`src/rtl/rfid_pkg.sv`:
```
// Shared constants, enums and the ASCII-hex decoder for the RDM6300-style frame parser.
// STX/ETX framing bytes and nibble counts of the data and checksum fields.
package rfid_pkg;

    localparam logic [7:0] STX = 8'h02;
    localparam logic [7:0] ETX = 8'h03;

    localparam int DATA_NIBBLES = 10;
    localparam int CSUM_NIBBLES = 2;

    typedef enum logic [1:0] {
        ERR_BAD_CHAR = 2'd0,
        ERR_CSUM     = 2'd1,
        ERR_NO_ETX   = 2'd2,
        ERR_TIMEOUT  = 2'd3
    } err_code_e;

    typedef enum logic [1:0] {
        ST_IDLE = 2'd0,
        ST_DATA = 2'd1,
        ST_CSUM = 2'd2,
        ST_ETX  = 2'd3
    } parser_state_e;

    typedef struct packed {
        logic       valid;
        logic [3:0] nibble;
    } hex_nib_t;

    // Upper- and lowercase A-F both map to 10..15 via the low ASCII nibble plus 9.
    function automatic hex_nib_t hex_decode(input logic [7:0] ch);
        hex_nib_t r;
        r.valid  = 1'b1;
        r.nibble = 4'h0;
        if (ch >= 8'h30 && ch <= 8'h39) begin
            r.nibble = ch[3:0];
        end else if ((ch >= 8'h41 && ch <= 8'h46) || (ch >= 8'h61 && ch <= 8'h66)) begin
            r.nibble = ch[3:0] + 4'd9;
        end else begin
            r.valid = 1'b0;
        end
        return r;
    endfunction

endpackage

```
`src/rtl/rfid_frame_parser.sv`:
```
// Assembles STX + 10 hex data chars + 2 hex checksum chars + ETX frames from a UART byte
// stream; emits a 40-bit tag ID on accept or an error pulse/code on rejection.
module rfid_frame_parser
    import rfid_pkg::*;
#(
    parameter int TIMEOUT_CLKS = 50000
) (
    input  logic        i_Clock,
    input  logic        i_Reset,
    input  logic        i_Rx_DV,
    input  logic [7:0]  i_Rx_Byte,
    output logic        o_Tag_DV,
    output logic [39:0] o_Tag_ID,
    output logic        o_Tag_New,
    output logic        o_Frame_Err,
    output logic [1:0]  o_Err_Code
);

    localparam int TW = $clog2(TIMEOUT_CLKS);
    localparam logic [TW-1:0] TMO_LAST = TW'(TIMEOUT_CLKS - 1);

    localparam logic [1:0] S_IDLE = ST_IDLE;
    localparam logic [1:0] S_DATA = ST_DATA;
    localparam logic [1:0] S_CSUM = ST_CSUM;
    localparam logic [1:0] S_ETX  = ST_ETX;

    localparam logic [3:0] DATA_LAST = 4'(DATA_NIBBLES - 1);
    localparam logic [3:0] CSUM_LAST = 4'(CSUM_NIBBLES - 1);

    logic [1:0]    state;
    logic [3:0]    nib_cnt;
    logic [39:0]   data_sr;
    logic [7:0]    csum_sr;
    logic [TW-1:0] tmo_cnt;
    logic [39:0]   last_id;
    logic          seen_first;

    hex_nib_t      hex;
    logic [7:0]    data_xor;
    logic          tmo_hit;
    logic          is_stx;

    assign hex      = hex_decode(i_Rx_Byte);
    assign is_stx   = (i_Rx_Byte == STX);
    assign data_xor = data_sr[39:32] ^ data_sr[31:24] ^ data_sr[23:16]
                    ^ data_sr[15:8] ^ data_sr[7:0];
    // A byte arriving on the terminal count cycle wins over the timeout.
    assign tmo_hit  = (state != S_IDLE) && !i_Rx_DV && (tmo_cnt == TMO_LAST);

    always_ff @(posedge i_Clock) begin
        if (i_Reset) begin
            state       <= S_IDLE;
            nib_cnt     <= 4'd0;
            data_sr     <= 40'd0;
            csum_sr     <= 8'd0;
            tmo_cnt     <= '0;
            last_id     <= 40'd0;
            seen_first  <= 1'b0;
            o_Tag_DV    <= 1'b0;
            o_Tag_ID    <= 40'd0;
            o_Tag_New   <= 1'b0;
            o_Frame_Err <= 1'b0;
            o_Err_Code  <= 2'd0;
        end else begin
            o_Tag_DV    <= 1'b0;
            o_Tag_New   <= 1'b0;
            o_Frame_Err <= 1'b0;

            if (state == S_IDLE || i_Rx_DV || tmo_hit) begin
                tmo_cnt <= '0;
            end else begin
                tmo_cnt <= tmo_cnt + 1'b1;
            end

            if (tmo_hit) begin
                o_Frame_Err <= 1'b1;
                o_Err_Code  <= ERR_TIMEOUT;
                state       <= S_IDLE;
            end else if (i_Rx_DV) begin
                case (state)
                    S_IDLE: begin
                        if (is_stx) begin
                            state   <= S_DATA;
                            nib_cnt <= 4'd0;
                        end
                    end

                    S_DATA: begin
                        if (is_stx) begin
                            o_Frame_Err <= 1'b1;
                            o_Err_Code  <= ERR_BAD_CHAR;
                            nib_cnt     <= 4'd0;
                        end else if (hex.valid) begin
                            data_sr <= {data_sr[35:0], hex.nibble};
                            if (nib_cnt == DATA_LAST) begin
                                state   <= S_CSUM;
                                nib_cnt <= 4'd0;
                            end else begin
                                nib_cnt <= nib_cnt + 4'd1;
                            end
                        end else begin
                            o_Frame_Err <= 1'b1;
                            o_Err_Code  <= ERR_BAD_CHAR;
                            state       <= S_IDLE;
                        end
                    end

                    S_CSUM: begin
                        if (is_stx) begin
                            o_Frame_Err <= 1'b1;
                            o_Err_Code  <= ERR_BAD_CHAR;
                            state       <= S_DATA;
                            nib_cnt     <= 4'd0;
                        end else if (hex.valid) begin
                            csum_sr <= {csum_sr[3:0], hex.nibble};
                            if (nib_cnt == CSUM_LAST) begin
                                state   <= S_ETX;
                                nib_cnt <= 4'd0;
                            end else begin
                                nib_cnt <= nib_cnt + 4'd1;
                            end
                        end else begin
                            o_Frame_Err <= 1'b1;
                            o_Err_Code  <= ERR_BAD_CHAR;
                            state       <= S_IDLE;
                        end
                    end

                    S_ETX: begin
                        if (i_Rx_Byte == ETX) begin
                            if (csum_sr == data_xor) begin
                                // New-ID flag compares against the previous accept, then the history updates.
                                o_Tag_DV   <= 1'b1;
                                o_Tag_ID   <= data_sr;
                                o_Tag_New  <= !seen_first || (data_sr != last_id);
                                last_id    <= data_sr;
                                seen_first <= 1'b1;
                            end else begin
                                o_Frame_Err <= 1'b1;
                                o_Err_Code  <= ERR_CSUM;
                            end
                            state <= S_IDLE;
                        end else begin
                            o_Frame_Err <= 1'b1;
                            o_Err_Code  <= ERR_NO_ETX;
                            nib_cnt     <= 4'd0;
                            state       <= is_stx ? S_DATA : S_IDLE;
                        end
                    end

                    default: state <= S_IDLE;
                endcase
            end
        end
    end

endmodule
```
`config.mk`:
```
export PLATFORM = sky130hd
export DESIGN_NAME = rfid_frame_parser
export DESIGN_NICKNAME = d
export VERILOG_FILES = /design/src/rtl/rfid_pkg.sv /design/src/rtl/rfid_frame_parser.sv
export SDC_FILE = /design/constraint.sdc
export NUM_CORES = 1
export LEC_CHECK = 0
export CORE_UTILIZATION = 40
export DETAILED_ROUTE_END_ITERATION = 8
export DONT_BUFFER_PORTS = 1
export PLACE_DENSITY = 0.57
export SETUP_SLACK_MARGIN = 0.2
export SLEW_MARGIN = 10
export SYNTH_ARGS = -nofsm -noshare
export SYNTH_HDL_FRONTEND = slang
export SYNTH_SLANG_ARGS = --single-unit
```
`constraint.sdc`:
```
create_clock -name i_Clock -period 7.9 [get_ports i_Clock]
set_input_delay 2.37 -clock i_Clock [delete_from_list [all_inputs] [get_ports i_Clock]]
set_output_delay 2.37 -clock i_Clock [all_outputs]
set_load 0.03 [all_outputs]
```
==> metrics <==
Critical Path Source Type=input port; diodes inserted=0; maximum clock path buffer count=2; number of gates resized after CTS=0; Slew @ Worst Pin=0.653 ns; maximum clock skew at final layout=0.00810 ns; type of the worst min-delay path=register to register; GPL Wtd Cong=0.831; Primary FF master, synth=sky130_fd_sc_hd__dfxtp_1; buffer cell driving the clock tree root=sky130_fd_sc_hd__clkbuf_16; setup repair after global routing missed its margin=false; Static Leakage=2.34 nW; share of flip-flops with an asynchronous set or reset=0; total number of placement rows=43; DR vias/cell=5.16; H-tree levels=4; number of instances in the synthesized netlist=614; effective utilization at floorplan=0.409; Total Neg Setup Slack=0 ns; count of warnings emitted by yosys=0; final routed wirelength across all metal layers=13200 um; Worst Setup End Kind=register; max_cap viols=0; Core ar.=13800 um^2; number of nets in the layout=632; Distinct cells, synth=47; Cells after DPL=771; upper clock frequency limit=237 MHz; sequential fraction of the synthesis area=0.410; Die X-Extent=121 um; Post-Synthesis Cell Area=5660 um^2; critical path class=input port to register; drt first pass iters=4; Die Span Y=121 um; Via Count=4143; number of design-rule violations left by the first detailed-router iteration=245; CP max FO=36; worst slew margin relative to its limit=0.565; CP required=8.21 ns; post-synthesis register bit count=116; TritonCTS clock tree=built; synthesized netlist net count=636; Die Outline Area=14600 um^2; run status=completed; EDFF count, synth=0; Final Hold Vio Count=0; number of antenna-violating nets in the routed design=0; all-layer global routing usage=0.193; count of input and output buffers=0; placed wire-length estimate=9130 um; Post-CTS Setup Bufs=0; insertion delay of the later-clocked pin in the worst-skew pair=0.42 ns; total global routing overflow=0; power density over cell area=228 nW/um^2; average instance area after synthesis=9.22 um^2; initial antenna violation count=0; post-route insts no fill=803; WL per Instance=16.4 um; via count of the first global-routing pass=4078; period utilisation layout=0.533; count of hold buffers inserted by post-cts repair=0; global-route wire length before repair=21300 um; worst endpoint data arrival time=4.52 ns; largest net degree at the start of global routing=96; ratio of cells with drive above 1 in the final layout=0.119; minimum clock period=4.21 ns; Top-Level Pins=56; sinks on the clock net=116; Slew Limit Fails=0; Layout Area Growth over Synthesis=13.2%; post-CTS clock slew at the launch and capture registers of the worst setup and hold paths=0.06 ns; final number of setup-violating endpoints=0; number of design rule violations left after detail routing=0; total clock buffers created by CTS=17; maximum VDD drop=0.171 mV
[sequential cells by signal, indices dropped and copies added (netlist names)]
signal and flops:
seen_first 1, state 2, data_sr 40, last_id 40, o_Frame_Err 1, nib_cnt 4, o_Tag_New 1, tmo_cnt 16
o_Tag_DV 1, o_Err_Code 2, csum_sr 8
[worst paths after layout]
kind	startpoint	slack, ns	to	depth (start not counted)
min reg2reg	tmo_cnt[0]	0.44	tmo_cnt[0]	1
min	tmo_cnt[0]	0.44	tmo_cnt[0]	1
max reg2reg	data_sr[16]	4.92	last_id[17]	7
max	i_Rx_Byte[5]	3.69	last_id[17]	7
[metrics by stage]
| stage | hold slack [ns] | cell area, um^2 | setup WS, ns | total power [mW] | util |
|---|---|---|---|---|---|
| finish | 0.441 | 6400 | 3.69 | 1.46 | 0.463 |
| global route | 0.463 | 6400 | 3.55 | 1.49 | 0.463 |
| CTS | 0.443 | 6400 | 3.74 | 1.47 | 0.463 |
| detailed placement | 0.433 | 5740 | 3.30 | 0.608 | 0.415 |
| global placement | 0.425 | 5740 | 3.37 | 0.608 | 0.415 |
| floorplan | 0.413 | 5660 | 3.79 | 0.614 | - |
[routing by layer]
metal	up-vias	part of all wire	global-route usage
met1	1973	0.46	0.233
met5	-	0	0
li1	2075	-	-
met4	0	0.016	0.0795
met3	21	0.050	0.0691
met2	74	0.47	0.310
[cell usage in the layout, fill, tap and decap left out, drive strengths merged, types with 6 or more instances in the layout]
cell / count
nor4: 11
a21oi: 54
xnor3: 8
dfxtp: 116
mux2i: 43
nand3: 7
a211oi: 6
nor3: 12
nand2: 89
clkbuf: 20
and3: 13
nand4: 12
xnor2: 48
ha: 11
o21ai: 9
inv: 12
xor2: 33
nor2: 76
[worst max-delay path: stages]
cell                      delay [ns]
sky130_fd_sc_hd__nor4_2         0.37
sky130_fd_sc_hd__and4_1         0.30
sky130_fd_sc_hd__nand2_1        0.11
sky130_fd_sc_hd__nor3_4         0.38
sky130_fd_sc_hd__buf_4          0.59
sky130_fd_sc_hd__mux2i_1        0.27
sky130_fd_sc_hd__nor2_1         0.05
[logic make-up (layout without fill, tap and decap cells)]
logic type | Yosys count | after routing | share of synthesized area
and+or+nand+nor | 234 | 234 | 0.192
DFF | 116 | 116 | 0.410
xor gates and xnor gates | 89 | 89 | 0.157
AOI/OAI and AO/OA | 84 | 84 | 0.103
muxes | 43 | 43 | 0.0761
buffers and inverters | 37 | 46 | 0.0371
adders and majority gates | 11 | 11 | 0.0243
[power by group]
group | leakage [nW] | switching [mW] | internal (mW)
Sequential | 0.934 | 0.0000921 | 0.585
Combinational | 1.09 | 0.00633 | 0.00414
Clock | 0.319 | 0.277 | 0.584
Total | 2.34 | 0.284 | 1.17
[synth_stat cells, drive strengths merged (3+ instances only)]
| cell | number | area [um^2] |
|---|---|---|
| nand2 | 89 | 334 |
| buf | 13 | 120 |
| nand4 | 12 | 75.1 |
| mux2i | 43 | 430 |
| o21a | 3 | 22.5 |
| nor3 | 12 | 81.3 |
| a31oi | 3 | 18.8 |
| nor2b | 3 | 18.8 |
| o21ai | 9 | 45.0 |
| and2 | 4 | 25.0 |
| ha | 11 | 138 |
| a211oi | 6 | 50.1 |
| xor2 | 33 | 289 |
| dfxtp | 116 | 2320 |
| nor2 | 76 | 288 |
| inv | 11 | 41.3 |
| xnor3 | 8 | 180 |
| a21oi | 54 | 375 |
| clkbuf | 13 | 48.8 |
| nand3 | 7 | 35.0 |
| nor4 | 11 | 75.1 |
| xnor2 | 48 | 420 |
| and3 | 13 | 81.3 |
[layout make-up]
cell class              count  area, um^2
clock buffers              20         467
well taps                 180         225
inverters                  11        41.3
flip-flops and latches    116        2320
clock inverters            12         200
multi-input cells         461        3130
repair buffers              3        22.5
fillers                  1298        7420
Note: power is estimated with default switching activity, not from simulation.
